===== config.mk =====
export PLATFORM = sky130hd
export DESIGN_NAME = predictor_phase_sequencer
export DESIGN_NICKNAME = d
export VERILOG_FILES = /design/src/rtl/predictor_seq_pkg.sv /design/src/rtl/predictor_seq_timer.sv /design/src/rtl/predictor_phase_sequencer.sv
export SDC_FILE = /design/constraint.sdc
export NUM_CORES = 1
export LEC_CHECK = 0
export ABC_AREA = 0
export ABC_CLOCK_PERIOD_IN_PS = 3900
export BUFFER_PORTS_ARGS = -buffer_cell sky130_fd_sc_hd__buf_4
export CAP_MARGIN = 20
export CORE_MARGIN = 5
export CORE_UTILIZATION = 55
export CTS_CLUSTER_DIAMETER = 60
export DETAILED_ROUTE_END_ITERATION = 7
export GPL_ROUTABILITY_DRIVEN = 0
export HOLD_SLACK_MARGIN = 0.03
export PLACE_DENSITY = 0.89
export SYNTH_ARGS = -nofsm -noshare
export SYNTH_HDL_FRONTEND = slang
export SYNTH_SLANG_ARGS = --single-unit

===== constraint.sdc =====
create_clock -name i_clock -period 3.9 [get_ports i_clock]
set_clock_uncertainty 0.2 [all_clocks]
set_input_delay 0.39 -clock i_clock [delete_from_list [all_inputs] [get_ports i_clock]]
set_output_delay 0.39 -clock i_clock [all_outputs]
set_load 0.005 [all_outputs]

===== src/rtl/predictor_seq_pkg.sv =====
// Shared definitions for the predictor phase sequencer: FSM state encodings
// and the index-width helper used to size phase and dwell counters.
package predictor_seq_pkg;

  localparam logic [1:0] ST_IDLE = 2'd0;
  localparam logic [1:0] ST_RUN  = 2'd1;
  localparam logic [1:0] ST_GAP  = 2'd2;

  // Bits needed to index n items; never less than one bit.
  function automatic int idx_width(input int n);
    return (n <= 1) ? 1 : $clog2(n);
  endfunction

endpackage


===== src/rtl/predictor_seq_timer.sv =====
// Dwell counter shared by the RUN and GAP states: synchronous clear on load,
// advance on enable, expire flag when the count equals the terminal value.
module predictor_seq_timer #(
  parameter int W = 4
) (
  input  logic         i_clock,
  input  logic         i_reset,
  input  logic         i_load,
  input  logic         i_en,
  input  logic [W-1:0] i_terminal,
  output logic [W-1:0] o_count,
  output logic         o_expire
);

  logic [W-1:0] r_count;

  // Dwell count: load has priority over enable so a state change always restarts at zero.
  always_ff @(posedge i_clock) begin
    if (i_reset) begin
      r_count <= '0;
    end else if (i_load) begin
      r_count <= '0;
    end else if (i_en) begin
      r_count <= r_count + W'(1);
    end else begin
      r_count <= r_count;
    end
  end

  assign o_count  = r_count;
  assign o_expire = (r_count == i_terminal);

endmodule


===== src/rtl/predictor_phase_sequencer.sv =====
// One-hot latch/update/predict trigger sequencer with gap, continuous mode,
// abort and completion count. Optional stall input under PREDICTOR_SEQ_STALL_EN.
module predictor_phase_sequencer
  import predictor_seq_pkg::*;
#(
  parameter int NUM_PHASES   = 3,
  parameter int PHASE_CYCLES = 1,
  parameter int GAP_CYCLES   = 1,
  parameter int COUNT_W      = 16
) (
  input  logic                                i_clock,
  input  logic                                i_reset,
  input  logic                                i_start,
  input  logic                                i_continuous,
  input  logic                                i_abort,
`ifdef PREDICTOR_SEQ_STALL_EN
  input  logic                                i_stall,
`endif
  output logic [NUM_PHASES-1:0]               o_phase_trigger,
  output logic [idx_width(NUM_PHASES)-1:0]    o_phase_index,
  output logic                                o_busy,
  output logic                                o_seq_done,
  output logic [COUNT_W-1:0]                  o_seq_count
);

  localparam int IW   = idx_width(NUM_PHASES);
  localparam int MAXC = (PHASE_CYCLES > GAP_CYCLES) ? PHASE_CYCLES : GAP_CYCLES;
  localparam int DW   = idx_width(MAXC);

  localparam logic [IW-1:0] LAST_PHASE = IW'(NUM_PHASES - 1);
  localparam logic [DW-1:0] PH_TC      = DW'(PHASE_CYCLES - 1);
  localparam logic [DW-1:0] GAP_TC     = DW'(GAP_CYCLES - 1);

  logic [1:0]            r_state;
  logic [IW-1:0]         r_phase;
  logic [NUM_PHASES-1:0] r_trigger;
  logic [IW-1:0]         r_index;
  logic                  r_busy;
  logic                  r_done;
  logic [COUNT_W-1:0]    r_count;

  logic [1:0]            w_state_nxt;
  logic [IW-1:0]         w_phase_nxt;
  logic [NUM_PHASES-1:0] w_trig_nxt;
  logic                  w_load;
  logic                  w_en;
  logic                  w_done;
  logic                  w_stall;
  logic                  w_expire;
  logic [DW-1:0]         w_terminal;
  logic [DW-1:0]         w_dwell;

`ifdef PREDICTOR_SEQ_STALL_EN
  assign w_stall = i_stall;
`else
  assign w_stall = 1'b0;
`endif

  predictor_seq_timer #(.W(DW)) u_timer (
    .i_clock    (i_clock),
    .i_reset    (i_reset),
    .i_load     (w_load),
    .i_en       (w_en),
    .i_terminal (w_terminal),
    .o_count    (w_dwell),
    .o_expire   (w_expire)
  );

  // Next-state, phase advance and timer control; abort outranks everything but reset.
  always_comb begin
    w_state_nxt = r_state;
    w_phase_nxt = r_phase;
    w_load      = 1'b0;
    w_en        = 1'b0;
    w_done      = 1'b0;
    if (r_state == ST_GAP) begin
      w_terminal = GAP_TC;
    end else begin
      w_terminal = PH_TC;
    end

    if (i_abort) begin
      w_state_nxt = ST_IDLE;
      w_phase_nxt = '0;
      w_load      = 1'b1;
    end else begin
      case (r_state)
        ST_IDLE: begin
          w_load = 1'b1;
          if (i_start) begin
            w_state_nxt = ST_RUN;
            w_phase_nxt = '0;
          end else begin
            w_state_nxt = ST_IDLE;
          end
        end
        ST_RUN: begin
          if (w_stall) begin
            w_en = 1'b0;
          end else if (!w_expire) begin
            w_en = 1'b1;
          end else if (r_phase == LAST_PHASE) begin
            w_state_nxt = ST_GAP;
            w_phase_nxt = '0;
            w_load      = 1'b1;
          end else begin
            w_phase_nxt = r_phase + IW'(1);
            w_load      = 1'b1;
          end
        end
        ST_GAP: begin
          if (w_stall) begin
            w_en = 1'b0;
          end else if (!w_expire) begin
            w_en = 1'b1;
          end else begin
            // Sequence complete: back-to-back restart skips IDLE entirely.
            w_done      = 1'b1;
            w_load      = 1'b1;
            w_phase_nxt = '0;
            if (i_continuous) begin
              w_state_nxt = ST_RUN;
            end else begin
              w_state_nxt = ST_IDLE;
            end
          end
        end
        default: begin
          w_state_nxt = ST_IDLE;
          w_phase_nxt = '0;
          w_load      = 1'b1;
        end
      endcase
    end
  end

  // Trigger decode from next state so the strobe itself comes straight from a flop.
  always_comb begin
    w_trig_nxt = '0;
    for (int i = 0; i < NUM_PHASES; i++) begin
      w_trig_nxt[i] = (w_state_nxt == ST_RUN) && (w_phase_nxt == IW'(i));
    end
  end

  // State and registered outputs.
  always_ff @(posedge i_clock) begin
    if (i_reset) begin
      r_state   <= ST_IDLE;
      r_phase   <= '0;
      r_trigger <= '0;
      r_index   <= '0;
      r_busy    <= 1'b0;
      r_done    <= 1'b0;
      r_count   <= '0;
    end else begin
      r_state   <= w_state_nxt;
      r_phase   <= w_phase_nxt;
      r_trigger <= w_trig_nxt;
      r_index   <= (w_state_nxt == ST_RUN) ? w_phase_nxt : '0;
      r_busy    <= (w_state_nxt != ST_IDLE);
      r_done    <= w_done;
      r_count   <= w_done ? (r_count + COUNT_W'(1)) : r_count;
    end
  end

  assign o_phase_trigger = r_trigger;
  assign o_phase_index   = r_index;
  assign o_busy          = r_busy;
  assign o_seq_done      = r_done;
  assign o_seq_count     = r_count;

endmodule


==> Yosys cells after proc, flatten, opt, wreduce, memory -nomap -nowiden <==
Cells that the tools add are included.
{ "totals": {"register_bits": 28, "out_inout_bits": 23, "latchBits": 0, "romBits": 0, "n_memories": 0, "ramBits": 0, "input_bits": 5, "word_cells": 48} }
{ "classes": {"bitwise_logic": 1, "order_cmp": 0, "n_eq_ne": 6, "mul": 0, "n_shift": 0, "div": 0, "addsub": 3, "reduce_logical": 9, "mux": 21} }
{ "ops": {"columns": ["operator", "n"], "rows": [
  ["$mux W2", 9],
  ["$add A16 B1 Y16 const B", 1],
  ["$pmux W2 S3", 2],
  ["$mux W1", 10],
  ["$eq A2 B1 Y1 const B", 3],
  ["$eq A2 B2 Y1 const B", 3],
  ["$reduce_or A2 Y1", 3],
  ["$logic_not A2 Y1", 2],
  ["$logic_and A1 B1 Y1", 3],
  ["$add A2 B1 Y2 const B", 1],
  ["$reduce_bool A2 Y1", 1],
  ["$add A1 B1 Y1 const B", 1],
  ["$not A1 Y1", 1]
]} }

==> Longest topological paths before layout <==
{ "depth": {"depth_word": 8, "depth_mapped": 7, "mapped_depth_nobuf": 6} }

==> Modules after synthesis <==
From an unflattened synthesis, not the netlist that was laid out.
{ "hier_totals": {"cells_unflattened": 142, "area_unflattened_um2": 1340.0} }
{ "by_module_without_submodules": {"columns": ["mod", "seq_area_each_um2", "cells_each", "area_each_um2", "n_inst"], "rows": [
  ["predictor_phase_sequencer", 540.5, 138, 1292.5, 1],
  ["predictor_seq_timer", 20.0, 4, 47.5, 1]
]} }

==> Worst setup path after synthesis <==
Ideal clock, no wire load.
{ "synth_path": {"path_kind": "register -> register", "start": "register r_state[0]", "end": "register r_count[13] (netlist: o_seq_count[13])", "arrival_ns": 2.002, "setup_slack_ns": 1.628, "n_path_buf": 0, "path_stages_with_launch": 7, "t_required_ns": 3.629, "period_less_slack_ns": 2.272, "setup_time_ns": 0.071, "path_cell_list": "dfxtp_1 > inv_1 > ha_1 > or3b_4 > or4_4 > or3_1 > a21oi_1"} }
{ "synth_between": {"elab_chain_cells": 3} }
{ "synth_lines": {"columns": ["element", "line", "text"], "rows": [
  ["from (decl)", "predictor_phase_sequencer.sv:34", "logic [1:0] r_state;"],
  ["from (signal assigned)", "predictor_phase_sequencer.sv:156", "r_state <= w_state_nxt;"],
  ["$eq A2 B2 Y1", "predictor_phase_sequencer.sv:87", "case (r_state)"],
  ["$mux W1", "predictor_phase_sequencer.sv:87", null],
  ["$mux W1", "predictor_phase_sequencer.sv:82", "if (i_abort) begin"],
  ["to (signal assigned)", "predictor_phase_sequencer.sv:162", "r_count <= w_done ? (r_count + COUNT_W'(1)) : r_count;"],
  ["to (decl)", "predictor_phase_sequencer.sv:40", "logic [COUNT_W-1:0] r_count;"]
]} }
No other way between the ends.
A chain may end at the register's enable or synchronous reset.

==> Final worst setup path <==
Ends and elaborated chain as after synthesis.

==> results.txt <==
The tools report the I/O pin total as 28. The repair_antennas step left the layout with diodes totalling 0. The run gives 16 as the detailed router's first-iteration violation count.

The final count of hold timing violations came out at 0. After detailed routing, the average wire length per cell comes to 12.65 microns. In this run the standard cell core region covers 2170 sq um. TritonCTS built the clock tree.

The height of the die was 57.24 microns; the final count of pins violating max slew was 0. The tools report the via count of the first global-routing pass as 972. Setup repair after global routing left no endpoint under its margin. The time the worst path needs with I/O delays and setup is 2.538 ns, and the headroom to the max-slew limit is 0.5924.

For the initial antenna violation count, the log shows 0. For the worst setup path, the data required time is 3.96 ns. The tightest min-delay check is of the in2reg type. The final worst-path cycle share was 0.6508; the sequential fraction of the synthesis area was 0.4567. The synthesized flop and latch total was 28. The die boundary width was 57.24 microns. Compared with the post-synthesis result, the final layout area differs by 20.49%.

The most common library cell in the layout ignoring fill and taps is dfxtp_1. The tools report the post-route setup TNS as 0 ns. During placement, the flow inserted port buffers numbering 27. The number of maximum-capacitance constraint violations was 0.

The net count of the mapped netlist came out at 147. Clock tree synthesis selected as its root buffer the cell clkbuf_4. TritonCTS created 3 clock buffers. The logs give 188 for the cell total after placement and 1227 sq um for the netlist area before placement. The filler cells instantiated in the layout total 176. The cell at the slowest stage of the critical path was or4_4. For this design the ratio of total power to cell area is 302.4 nW/um^2.

For this design, the sink count on the clock tree is 28. The worst setup path is captured at a flop. Counting along the longest clock path gives a buffer depth of 2. The number of nets at the end of the flow is 175. The netlist uses 33 different library cells. In the layout the commonest cells are dfxtp_1 (28), buf_4 (27), nor2_1 (20). The maximum net fanout on the critical path came out at 12.

The logs give 0 for the overflow left after global routing and 0.5657 for the initial standard-cell utilization of the core. At the pin with the least slew margin, the transition time is 0.6058 ns. Entering global routing, the biggest net connects 23 pins. The average footprint of a synthesized cell is 8.959 sq um, and the maximum clock frequency is 394.0 MHz. Number of vias per cell after detailed routing: 5.490. The count of unresolved DRC violations after routing is 0. The flow ran to the end, and the final reports show no timing, DRC or antenna violations. The residual antenna-violating net count after detailed routing was 0; the leakage dissipation was 0.5844 nW. The run gives 0 as the total of hold buffers inserted after clock tree synthesis. Critical setup path kind: reg2reg. Traced cell by cell, the critical path runs through inv_1 > ha_1 > or3b_4 > or4_4 > or3_1 > a21oi_1.

The fraction of layout cells with a size suffix above 1 was 0.2256; the count of synthesis-stage warnings from yosys was 0. Total routing resource utilization after global routing: 0.1529. For the overall routed net length, the log shows 2428 microns. Once detailed placement completed, the half-perimeter wirelength came to 1871 microns.

The routed layout has 1054 vias. For this run, the detailed router's first-pass iteration total came to 4. The floorplan step defined a die boundary enclosing 3276 sq um.

In this design, the stage delay of the slowest critical-path cell is 0.59 ns. In this run the post-CTS setup repair buffer count came out at 0. The number of levels the H-tree was split into came out at 1. The cell count after synthesis came out at 137.

Setup violations remaining at the end of the flow were counted as 0. The number of gates resized after CTS was 0. The number of cell rows is 17. Once layout is complete, the cells apart from fillers number 192. Clock latency on the worst-skew pair, taken at its later pin, is 0.33 ns.

Type of element launching the critical path: a flop. For the data arrival time of the critical path, the log shows 2.60 ns. VDD sags by at most 0.1876 mV. The clock-pin slew on the worst setup and hold paths works out to 0.15 ns.

The first global-routing pass estimated 4036 microns of wire.
[synthesized netlist by cell type]
library cell	instances	area (sq um)
inv_1	3	11.26
mux2i_1	1	10.01
o2111ai_1	1	8.760
a21o_1	1	7.510
xor2_1	3	26.28
nor3b_1	4	30.03
nand2b_1	3	18.77
or4b_2	1	10.01
nand4_1	5	31.28
o22ai_1	1	6.260
a21oi_1	6	30.03
and4_1	1	8.760
nor2b_1	3	18.77
and3b_1	1	8.760
buf_6	1	11.26
xnor2_1	8	70.07
buf_1	1	3.750
nor3_1	4	20.02
or4_4	1	11.26
or3b_4	1	11.26
a31o_2	1	8.760
o21ai_0	6	30.03
a2bb2oi_1	1	8.760
or3_1	4	25.02
ha_1	5	62.56
nand2_1	9	33.78
or2_2	2	12.51
conb_1	1	3.750
nor2_1	20	75.07
dfxtp_1	28	560.5
clkbuf_1	2	7.510
nand3_1	4	20.02
nor4_1	4	25.02
[layout make-up]
cell class	count	area (sq um)	share of cell area
multi-input combinational	102	633.1	0.4281
timing repair buffer	27	202.7	0.1371
clock buffer	4	36.28	0.02453
tap	28	35.03	0.02369
inverter	3	11.26	0.007614
sequential	28	560.5	0.3790
[through the flow]
stage,worst slack (ns),util,hold slack [ns],instance area [sq um],power (mW)
2_1_floorplan,1.628,-,0.2743,1227,0.3077
3_5_place_dp,1.398,0.6649,0.2920,1443,0.3144
4_1_cts,1.367,0.6817,0.1615,1479,0.4499
5_1_grt,1.247,0.6817,0.1586,1479,0.4677
6_report,1.362,0.6817,0.1604,1479,0.4473
3_3_place_gp,1.510,0.6649,0.2712,1443,0.3133
[registers in the layout, summed over array words and instances, names as in the netlist]
register         count
o_seq_count         16
u_timer.o_count      1
o_phase_trigger      3
r_state              2
r_phase              2
o_phase_index        2
o_seq_done           1
o_busy               1
[routing by layer]
layer | routed length, microns | GRT usage
met1 | 1044 | 0.1850
met2 | 1211 | 0.2610
met3 | 125 | 0.03167
met4 | 46 | 0.06623
met5 | 0 | 0
[worst max-delay path, delay by kind of cell (launching register included)]
kind            cells  cell delay [ns]
fa+ha+maj           1             0.22
flops               1             0.38
simple gates        3             1.42
buf+inv             1             0.11
compound gates      1             0.16
[power breakdown]
group | switching, mW | internal, mW | total, mW
logic | 0.00980 | 0.00808 | 0.0179
registers | 0.00212 | 0.288 | 0.290
clock network | 0.0819 | 0.0572 | 0.139
[cells by family after synthesis]
logic type / share of synthesized area
buf+inv: 0.02752
mux: 0.008155
other cells: 0.003055
compound gates: 0.08156
flops: 0.4567
fa+ha+maj: 0.05097
xor+xnor: 0.07850
simple gates: 0.2936
[path summary, 6_finish.rpt]
kind / from / end / slack, ns / depth (start not counted)
worst max-delay path: r_state[0] / o_seq_count[13] / 1.36 / 6
worst min-delay path: i_reset / o_seq_count[1] / 0.16 / 2
worst max register to register: r_state[0] / o_seq_count[13] / 1.36 / 6
worst min register to register: o_seq_count[15] / o_seq_count[15] / 0.31 / 2
(Power assumes the default switching activity.)
